<file path="src/rtl/lpc_pkg.sv">
// Shared definitions for the LPC capture path: sink RAM geometry and the
// capture-writer state encoding.
package lpc_pkg;

  localparam int LPC_SAMPLE_W = 16;
  localparam int SINK_ADDR_W  = 13;
  localparam int SINK_DEPTH   = 8192;

  typedef enum logic [1:0] {
    IDLE    = 2'd0,
    ARMED   = 2'd1,
    CAPTURE = 2'd2,
    DONE    = 2'd3
  } lpc_state_e;

endpackage

</file>
<file path="src/rtl/lpc_sink_writer_if.sv">
// Bundle of the Avalon-ST sample input and the sink RAM port-2 write bus.
// master = filter/RAM side (testbench), slave = lpc_sink_writer.
interface lpc_sink_writer_if
  import lpc_pkg::*;
#(
  parameter int DATA_W = LPC_SAMPLE_W,
  parameter int ADDR_W = SINK_ADDR_W
);

  // Avalon-ST sample stream
  logic [DATA_W-1:0]   in_data;
  logic                in_valid;
  logic                in_sop;
  logic                in_eop;
  logic                in_ready;

  // RAM port 2
  logic [ADDR_W-1:0]   ram_address;
  logic                ram_chipselect;
  logic                ram_write;
  logic [DATA_W-1:0]   ram_writedata;
  logic [DATA_W/8-1:0] ram_byteenable;

  modport master (
    output in_data, in_valid, in_sop, in_eop,
    input  in_ready,
    input  ram_address, ram_chipselect, ram_write, ram_writedata, ram_byteenable
  );

  modport slave (
    input  in_data, in_valid, in_sop, in_eop,
    output in_ready,
    output ram_address, ram_chipselect, ram_write, ram_writedata, ram_byteenable
  );

endinterface

</file>
<file path="src/rtl/lpc_sink_writer.sv">
// Capture writer: on start, hunts for a start-of-packet on the filter stream
// and writes a programmed number of samples into consecutive sink RAM words
// (wrapping at the top of the RAM), then pulses done.
//
// Handshake: a beat transfers at a rising edge where in_valid && in_ready.
// in_ready depends only on state and abort, never on in_valid, so the source
// may hold a beat for as long as it likes. abort drops in_ready in the same
// cycle, so no beat is taken on the cycle the capture is abandoned.
module lpc_sink_writer
  import lpc_pkg::*;
#(
  parameter int DATA_W = LPC_SAMPLE_W,
  parameter int ADDR_W = SINK_ADDR_W,
  parameter int DEPTH  = SINK_DEPTH
) (
  input  logic              clk,
  input  logic              reset_n,
  input  logic              start,
  input  logic              abort,
  input  logic [ADDR_W-1:0] cfg_base,
  input  logic [ADDR_W:0]   cfg_length,
  lpc_sink_writer_if.slave  bus,
  output logic              busy,
  output logic              done,
  output logic              short,
  output logic [ADDR_W:0]   count,
  output lpc_state_e        dbg_state
);

  localparam int CNT_W = ADDR_W + 1;
  localparam logic [CNT_W-1:0] DEPTH_L = CNT_W'(DEPTH);
  localparam logic [CNT_W-1:0] ONE_L   = CNT_W'(1);

  lpc_state_e         state_q, state_d;
  logic [ADDR_W-1:0]  base_q, base_d;
  logic [CNT_W-1:0]   len_q, len_d;
  logic [CNT_W-1:0]   count_q, count_d;
  logic               short_q, short_d;
  // Final sample has been taken; one more CAPTURE cycle with in_ready low
  // lets its write strobe go out before done is raised.
  logic               wrap_q, wrap_d;
  // Zero-length start: done pulse without ever leaving IDLE.
  logic               zero_done_q, zero_done_d;
  logic               wr_q, wr_d;
  logic [ADDR_W-1:0]  addr_q, addr_d;
  logic [DATA_W-1:0]  wdata_q, wdata_d;

  logic               in_ready_c;
  logic               accept;
  logic               do_write;
  logic [CNT_W-1:0]   count_nxt;
  logic [CNT_W-1:0]   len_clamp;

  // Next-state, capture bookkeeping and registered RAM write request
  always_comb begin
    state_d     = state_q;
    base_d      = base_q;
    len_d       = len_q;
    count_d     = count_q;
    short_d     = short_q;
    wrap_d      = wrap_q;
    zero_done_d = 1'b0;
    wr_d        = 1'b0;
    addr_d      = addr_q;
    wdata_d     = wdata_q;
    do_write    = 1'b0;

    len_clamp   = (cfg_length > DEPTH_L) ? DEPTH_L : cfg_length;
    count_nxt   = count_q + ONE_L;
    in_ready_c  = ((state_q == ARMED) || ((state_q == CAPTURE) && !wrap_q)) && !abort;
    accept      = bus.in_valid && in_ready_c;

    case (state_q)
      IDLE, DONE: begin
        wrap_d = 1'b0;
        if (state_q == DONE) state_d = IDLE;
        if (start && !abort) begin
          count_d = '0;
          short_d = 1'b0;
          if (len_clamp == '0) begin
            zero_done_d = 1'b1;
            state_d     = IDLE;
          end else begin
            base_d  = cfg_base;
            len_d   = len_clamp;
            state_d = ARMED;
          end
        end
      end
      ARMED: begin
        if (accept && bus.in_sop) begin
          do_write = 1'b1;
          state_d  = CAPTURE;
        end
      end
      CAPTURE: begin
        if (wrap_q) begin
          wrap_d  = 1'b0;
          state_d = DONE;
        end else if (accept) begin
          do_write = 1'b1;
        end
      end
      default: state_d = IDLE;
    endcase

    if (do_write) begin
      wr_d    = 1'b1;
      addr_d  = base_q + count_q[ADDR_W-1:0];
      wdata_d = bus.in_data;
      count_d = count_nxt;
      if ((count_nxt == len_q) || bus.in_eop) wrap_d = 1'b1;
      if (bus.in_eop && (count_nxt != len_q)) short_d = 1'b1;
    end

    if (abort) begin
      state_d = IDLE;
      wrap_d  = 1'b0;
    end
  end

  // State and datapath registers, asynchronous active-low reset
  always_ff @(posedge clk or negedge reset_n) begin
    if (!reset_n) begin
      state_q     <= IDLE;
      base_q      <= '0;
      len_q       <= '0;
      count_q     <= '0;
      short_q     <= 1'b0;
      wrap_q      <= 1'b0;
      zero_done_q <= 1'b0;
      wr_q        <= 1'b0;
      addr_q      <= '0;
      wdata_q     <= '0;
    end else begin
      state_q     <= state_d;
      base_q      <= base_d;
      len_q       <= len_d;
      count_q     <= count_d;
      short_q     <= short_d;
      wrap_q      <= wrap_d;
      zero_done_q <= zero_done_d;
      wr_q        <= wr_d;
      addr_q      <= addr_d;
      wdata_q     <= wdata_d;
    end
  end

  // Output mapping; busy and done decode directly from registered state
  always_comb begin
    bus.in_ready       = in_ready_c;
    bus.ram_chipselect = wr_q;
    bus.ram_write      = wr_q;
    bus.ram_address    = addr_q;
    bus.ram_writedata  = wdata_q;
    bus.ram_byteenable = '1;
    busy               = (state_q == ARMED) || (state_q == CAPTURE);
    done               = (state_q == DONE) || zero_done_q;
    short              = short_q;
    count              = count_q;
    dbg_state          = state_q;
  end

endmodule

</file>
<file path="src/flat_wrapper.sv">
// flat-port wrapper written by rule: the top's interface ports become plain ports
module lpc_sink_writer_flat import lpc_pkg::*;
#(
  parameter int DATA_W = LPC_SAMPLE_W,
  parameter int ADDR_W = SINK_ADDR_W,
  parameter int DEPTH  = SINK_DEPTH
)
  (clk, reset_n, start, abort, cfg_base, cfg_length, busy, done, short, count, dbg_state, bus_in_data, bus_in_valid, bus_in_sop, bus_in_eop, bus_in_ready, bus_ram_address, bus_ram_chipselect, bus_ram_write, bus_ram_writedata, bus_ram_byteenable);
  lpc_sink_writer_if #(.DATA_W(DATA_W), .ADDR_W(ADDR_W)) bus_i ();
  input  logic clk;
  input  logic reset_n;
  input  logic start;
  input  logic abort;
  input  logic [ADDR_W-1:0] cfg_base;
  input  logic [ADDR_W:0] cfg_length;
  output logic busy;
  output logic done;
  output logic short;
  output logic [ADDR_W:0] count;
  output lpc_state_e dbg_state;
  input wire logic [$bits(bus_i.in_data)-1:0] bus_in_data;
  input wire logic [$bits(bus_i.in_valid)-1:0] bus_in_valid;
  input wire logic [$bits(bus_i.in_sop)-1:0] bus_in_sop;
  input wire logic [$bits(bus_i.in_eop)-1:0] bus_in_eop;
  output wire logic [$bits(bus_i.in_ready)-1:0] bus_in_ready;
  output wire logic [$bits(bus_i.ram_address)-1:0] bus_ram_address;
  output wire logic [$bits(bus_i.ram_chipselect)-1:0] bus_ram_chipselect;
  output wire logic [$bits(bus_i.ram_write)-1:0] bus_ram_write;
  output wire logic [$bits(bus_i.ram_writedata)-1:0] bus_ram_writedata;
  output wire logic [$bits(bus_i.ram_byteenable)-1:0] bus_ram_byteenable;
  assign bus_i.in_data = bus_in_data;
  assign bus_i.in_valid = bus_in_valid;
  assign bus_i.in_sop = bus_in_sop;
  assign bus_i.in_eop = bus_in_eop;
  assign bus_in_ready = bus_i.in_ready;
  assign bus_ram_address = bus_i.ram_address;
  assign bus_ram_chipselect = bus_i.ram_chipselect;
  assign bus_ram_write = bus_i.ram_write;
  assign bus_ram_writedata = bus_i.ram_writedata;
  assign bus_ram_byteenable = bus_i.ram_byteenable;
  lpc_sink_writer #(.DATA_W(DATA_W), .ADDR_W(ADDR_W), .DEPTH(DEPTH)) u_core (.clk(clk), .reset_n(reset_n), .start(start), .abort(abort), .cfg_base(cfg_base), .cfg_length(cfg_length), .bus(bus_i), .busy(busy), .done(done), .short(short), .count(count), .dbg_state(dbg_state));
endmodule
</file>
<file path="config.mk">
export PLATFORM = sky130hd
export DESIGN_NAME = lpc_sink_writer_flat
export DESIGN_NICKNAME = d
export VERILOG_FILES = /design/src/rtl/lpc_pkg.sv /design/src/rtl/lpc_sink_writer_if.sv /design/src/rtl/lpc_sink_writer.sv /design/src/flat_wrapper.sv
export SDC_FILE = /design/constraint.sdc
export NUM_CORES = 1
export LEC_CHECK = 0
export CAP_MARGIN = 20
export CORE_UTILIZATION = 45
export CTS_CLUSTER_DIAMETER = 50
export DETAILED_ROUTE_END_ITERATION = 7
export PLACE_DENSITY = 0.75
export REMOVE_ABC_BUFFERS = 1
export SYNTH_ARGS = -nofsm -noshare
export SYNTH_HDL_FRONTEND = slang
export SYNTH_SLANG_ARGS = --single-unit
export TNS_END_PERCENT = 50
</file>
<file path="constraint.sdc">
create_clock -name clk -period 5.5 [get_ports clk]
set_clock_uncertainty 0.2 [all_clocks]
set_input_delay 1.1 -clock clk [delete_from_list [all_inputs] [get_ports clk]]
set_output_delay 1.1 -clock clk [all_outputs]
set_load 0.005 [all_outputs]
</file>
==> results.ini <==
[status]
status = complete, but fails checks
violations = DRC

[logic_synthesis]
yosysTopAreaCellShare_pct = 45.67
ys.flop_type = dfrtp_1
yosysWarnings = 0
syn_area_per_cell_sq_um = 9.152
synth_top_area_cell = dfrtp_1
netlist_area_sq_mm = 0.004164
yosysUniqueCellTypes = 54
async_reset_ff_share_pct = 100.0
synth_cells = 455
synth_edf_count = 0
ys_top_cells_by_area = dfrtp_1, nand2_1, o21ai_0, ha_1, mux2_2
seq_area_frac_synth_pct = 45.67
ys_ff_latch = 76

[routing]
wl_um = 9584
dr.pass1.iters = 8
ant_nets = 0
drtIter0Drc = 184
viasPerCell = 5.469
detail_route.wl_per_cell_um = 14.63
drc_errors = 8
vias = 3582

[clock_network]
cts_buffers = 9
cts_root_buf = clkbuf_8
cts_setup_buffers = 0
path_clk_slew_ns = 0.07
clk-insertion-delay-late_ns = 0.35
cts_tree = yes
cts_htree_levels = 3
ctsResizeCount = 0
holdBufCountCts = 0
numClockSinks = 76
clockBufferDepth = 2

[worst_setup_path]
crit_type = in -> out
r2r_slack_ns = 2.47
worstPathArrival_ns = 2.26
crit_family = buffers and inverters
timing.rr.start = u_core.count[0]
crit_chain = clkdlybuf4s50_1 > nor2_1 > clkdlybuf4s50_1
critPathLaunchType = input port
end_kind = output port
regToRegEndpoint = u_core.short
cpPeakStageDelay_ns = 0.52
critPathBufInv = 2
slowest_stage = clkdlybuf4s50_1
cp_common_cell = clkdlybuf4s50_1
crit_fanout = 7
worstPathRequired_ns = 4.20
r2r_cells = 7

[placement]
hpwlAfterDp_um = 6904
dpl_cell_area_sq_mm = 0.005184
dp_slack_ns = 1.483
place.gp.congestion = 0.8448
port_buffers = 100

[sta]
layout_setup_ws_ns = 1.936
clock.fmax_ghz = 0.2806
finalSetupTns_ns = 0
finalCritPeriodShare_pct = 64.80
layout_min_cycle_time_ns = 3.564
setup_viol = 0
slew_viol_final = 0
max_slew_margin_pct = 32.75
tightest_slew_ns = 1.008
rsz0062_at_grt = no
final_hold_viol_count = 0

[global_route]
antenna_found_initial = 0
grt_pass1_vias = 3444
grt_max_degree = 77
overflow = 0
grt_pass1_wl_um = 16070
globalRouteTotalUtil_pct = 20.98

[floorplanning]
die-area_sq_mm = 0.009642
num_rows = 34
core_area_sq_mm = 0.008848
dieWidth_um = 98.20
start_util_pct = 47.06
io_pins = 103
die_y_um = 98.20

[pwr]
p_sw_share_pct = 30.10
p_comb_share_pct = 34.2
p_leak_uw = 0.002360
p_per_area_mw_per_mm2 = 361.9
ir_drop_mv = 0.1445
fin_total_pwr_uw = 1959
intPower_uw = 1370
p_sw_uw = 589.7
p_clk_share_pct = 23.9
pwr-share-seq_pct = 41.9

[min_path]
hold_depth = 2
hold_start = u_core.bus.ram_address[9]
hold_end = u_core.bus.ram_address[9]
hold_class = reg -> reg

[finish]
final_nets = 610
syn2layout_area_growth_pct = 30.02
num_antenna_cells = 0
n_fill_cell = 784
drive_gt1_share_pct = 6.764
design_area_sq_mm = 0.005414
fin_util_pct = 61.19

[job]
maxCapViolCount = 0

-- per-layer routing --
| metal | track usage [%] | part of all wire, % |
|---|---|---|
| met2 | 35.05 | 50 |
| met1 | 26.89 | 43 |
| met5 | 0 | 0 |
| met3 | 4.581 | 6.0 |
| met4 | 7.577 | 1.5 |
-- synth_stat cells, types with 2 or more instances --
master	n
and3_1	2
o31ai_1	8
a22o_1	2
clkbuf_1	15
mux2_2	12
xnor2_1	11
ha_1	16
buf_4	4
o21ai_0	46
nand3_1	9
nor2_1	14
nor4_1	4
or4_1	2
nor3_1	12
o21a_1	5
nand4_1	5
o22ai_1	2
dfrtp_1	76
nand2_1	100
buf_1	2
or2_2	3
a21oi_1	11
nand2b_1	11
nand3_2	2
o2111ai_1	2
nor3b_1	2
or3_1	6
a31oi_1	4
a22oi_1	2
xor2_1	13
mux2_1	2
o31a_1	4
nor2b_1	3
a21o_1	3
and2_1	3
buf_6	2
a211oi_1	4
inv_1	11
a211o_1	2
buf_2	4
-- stage by stage --
step | hold WS, ns | instances
floorplan | 0.2627 | 429
global placement | 0.2559 | 639
detailed placement | 0.2656 | 639
CTS | 0.2829 | 654
global route | 0.2963 | 655
finish | 0.2791 | 655
-- cell usage in the layout (no fill, tap or decap), drive strengths merged, types with 3 or more instances in the layout --
master	Yosys	layout
nand2	100	100
clkdlybuf4s50	0	99
dfrtp	76	76
o21ai	47	47
ha	16	16
nor2	14	14
mux2	14	14
xor2	13	13
nor3	12	12
inv	11	11
xnor2	11	11
nand2b	11	11
a21oi	11	11
clkbuf	15	11
nand3	11	11
o31ai	8	8
or3	6	6
nand4	5	5
o21a	5	5
a31oi	4	4
nor4	4	4
o31a	4	4
a211oi	4	4
buf	12	4
nor2b	3	3
and2	3	3
or2	3	3
a21o	3	3
-- sequential cells by signal, indices dropped and copies added (netlist names) --
signal,count
u_core.base_q,13
u_core.bus.ram_address,13
u_core.bus.ram_chipselect,1
u_core.bus.ram_writedata,16
u_core.count,14
u_core.dbg_state,2
u_core.len_q,14
u_core.short,1
u_core.wrap_q,1
u_core.zero_done_q,1
-- worst max path at each step --
stage,from,end,slack (ns),depth (start not counted)
6_report,abort,bus_in_ready,1.94,3
5_1_grt,abort,bus_in_ready,1.86,3
3_3_place_gp,cfg_length[2],u_core.len_q[12],1.59,7
2_1_floorplan,bus_in_sop,u_core.count[6],0.34,6
3_5_place_dp,cfg_length[2],u_core.len_q[1],1.48,7
4_1_cts,cfg_length[2],u_core.len_q[11],1.84,7
-- power groups by stage --
stage / Sequential (uW) / Combinational [uW] / Clock (uW)
floorplan: 820 / 360 / 0
global placement: 824 / 644 / 0
detailed placement: 834 / 664 / 0
CTS: 823 / 672 / 477
global route: 845 / 747 / 500
finish: 821 / 670 / 468
-- logic make-up (layout without fill, tap and decap cells) --
family                   Yosys count  in the layout  synth area share (%)
flip-flops                        76             76                 45.67
AND/OR/NAND/NOR                  181            181                 20.16
XOR/XNOR                          24             24                 5.048
other                              1              2               0.09006
adder cells (fa/ha/maj)           17             17                 5.288
AO/OA/AOI/OAI                    104            104                 15.69
multiplexers                      14             14                 3.786
buffers and inverters             38            129                 4.267
-- layout make-up --
cell class | instances | area [sq um] | area share, %
multi-input cells | 342 | 2092 | 38.64
flip-flops and latches | 76 | 1902 | 35.13
repair buffers | 103 | 1028 | 19.00
clock buffers | 11 | 141.4 | 2.612
well taps | 108 | 135.1 | 2.496
clock inverters | 4 | 73.82 | 1.364
inverters | 11 | 41.29 | 0.7627
-- worst register-to-register path: cells and delay by family, from the launching register on --
family	cells	cell delay, ns
adders and majority gates	1	0.35
AOI/OAI and AO/OA	2	0.58
xor gates and xnor gates	1	0.18
and+or+nand+nor	3	1.10
DFF	1	0.51
Note: power is estimated with default switching activity, not from simulation.
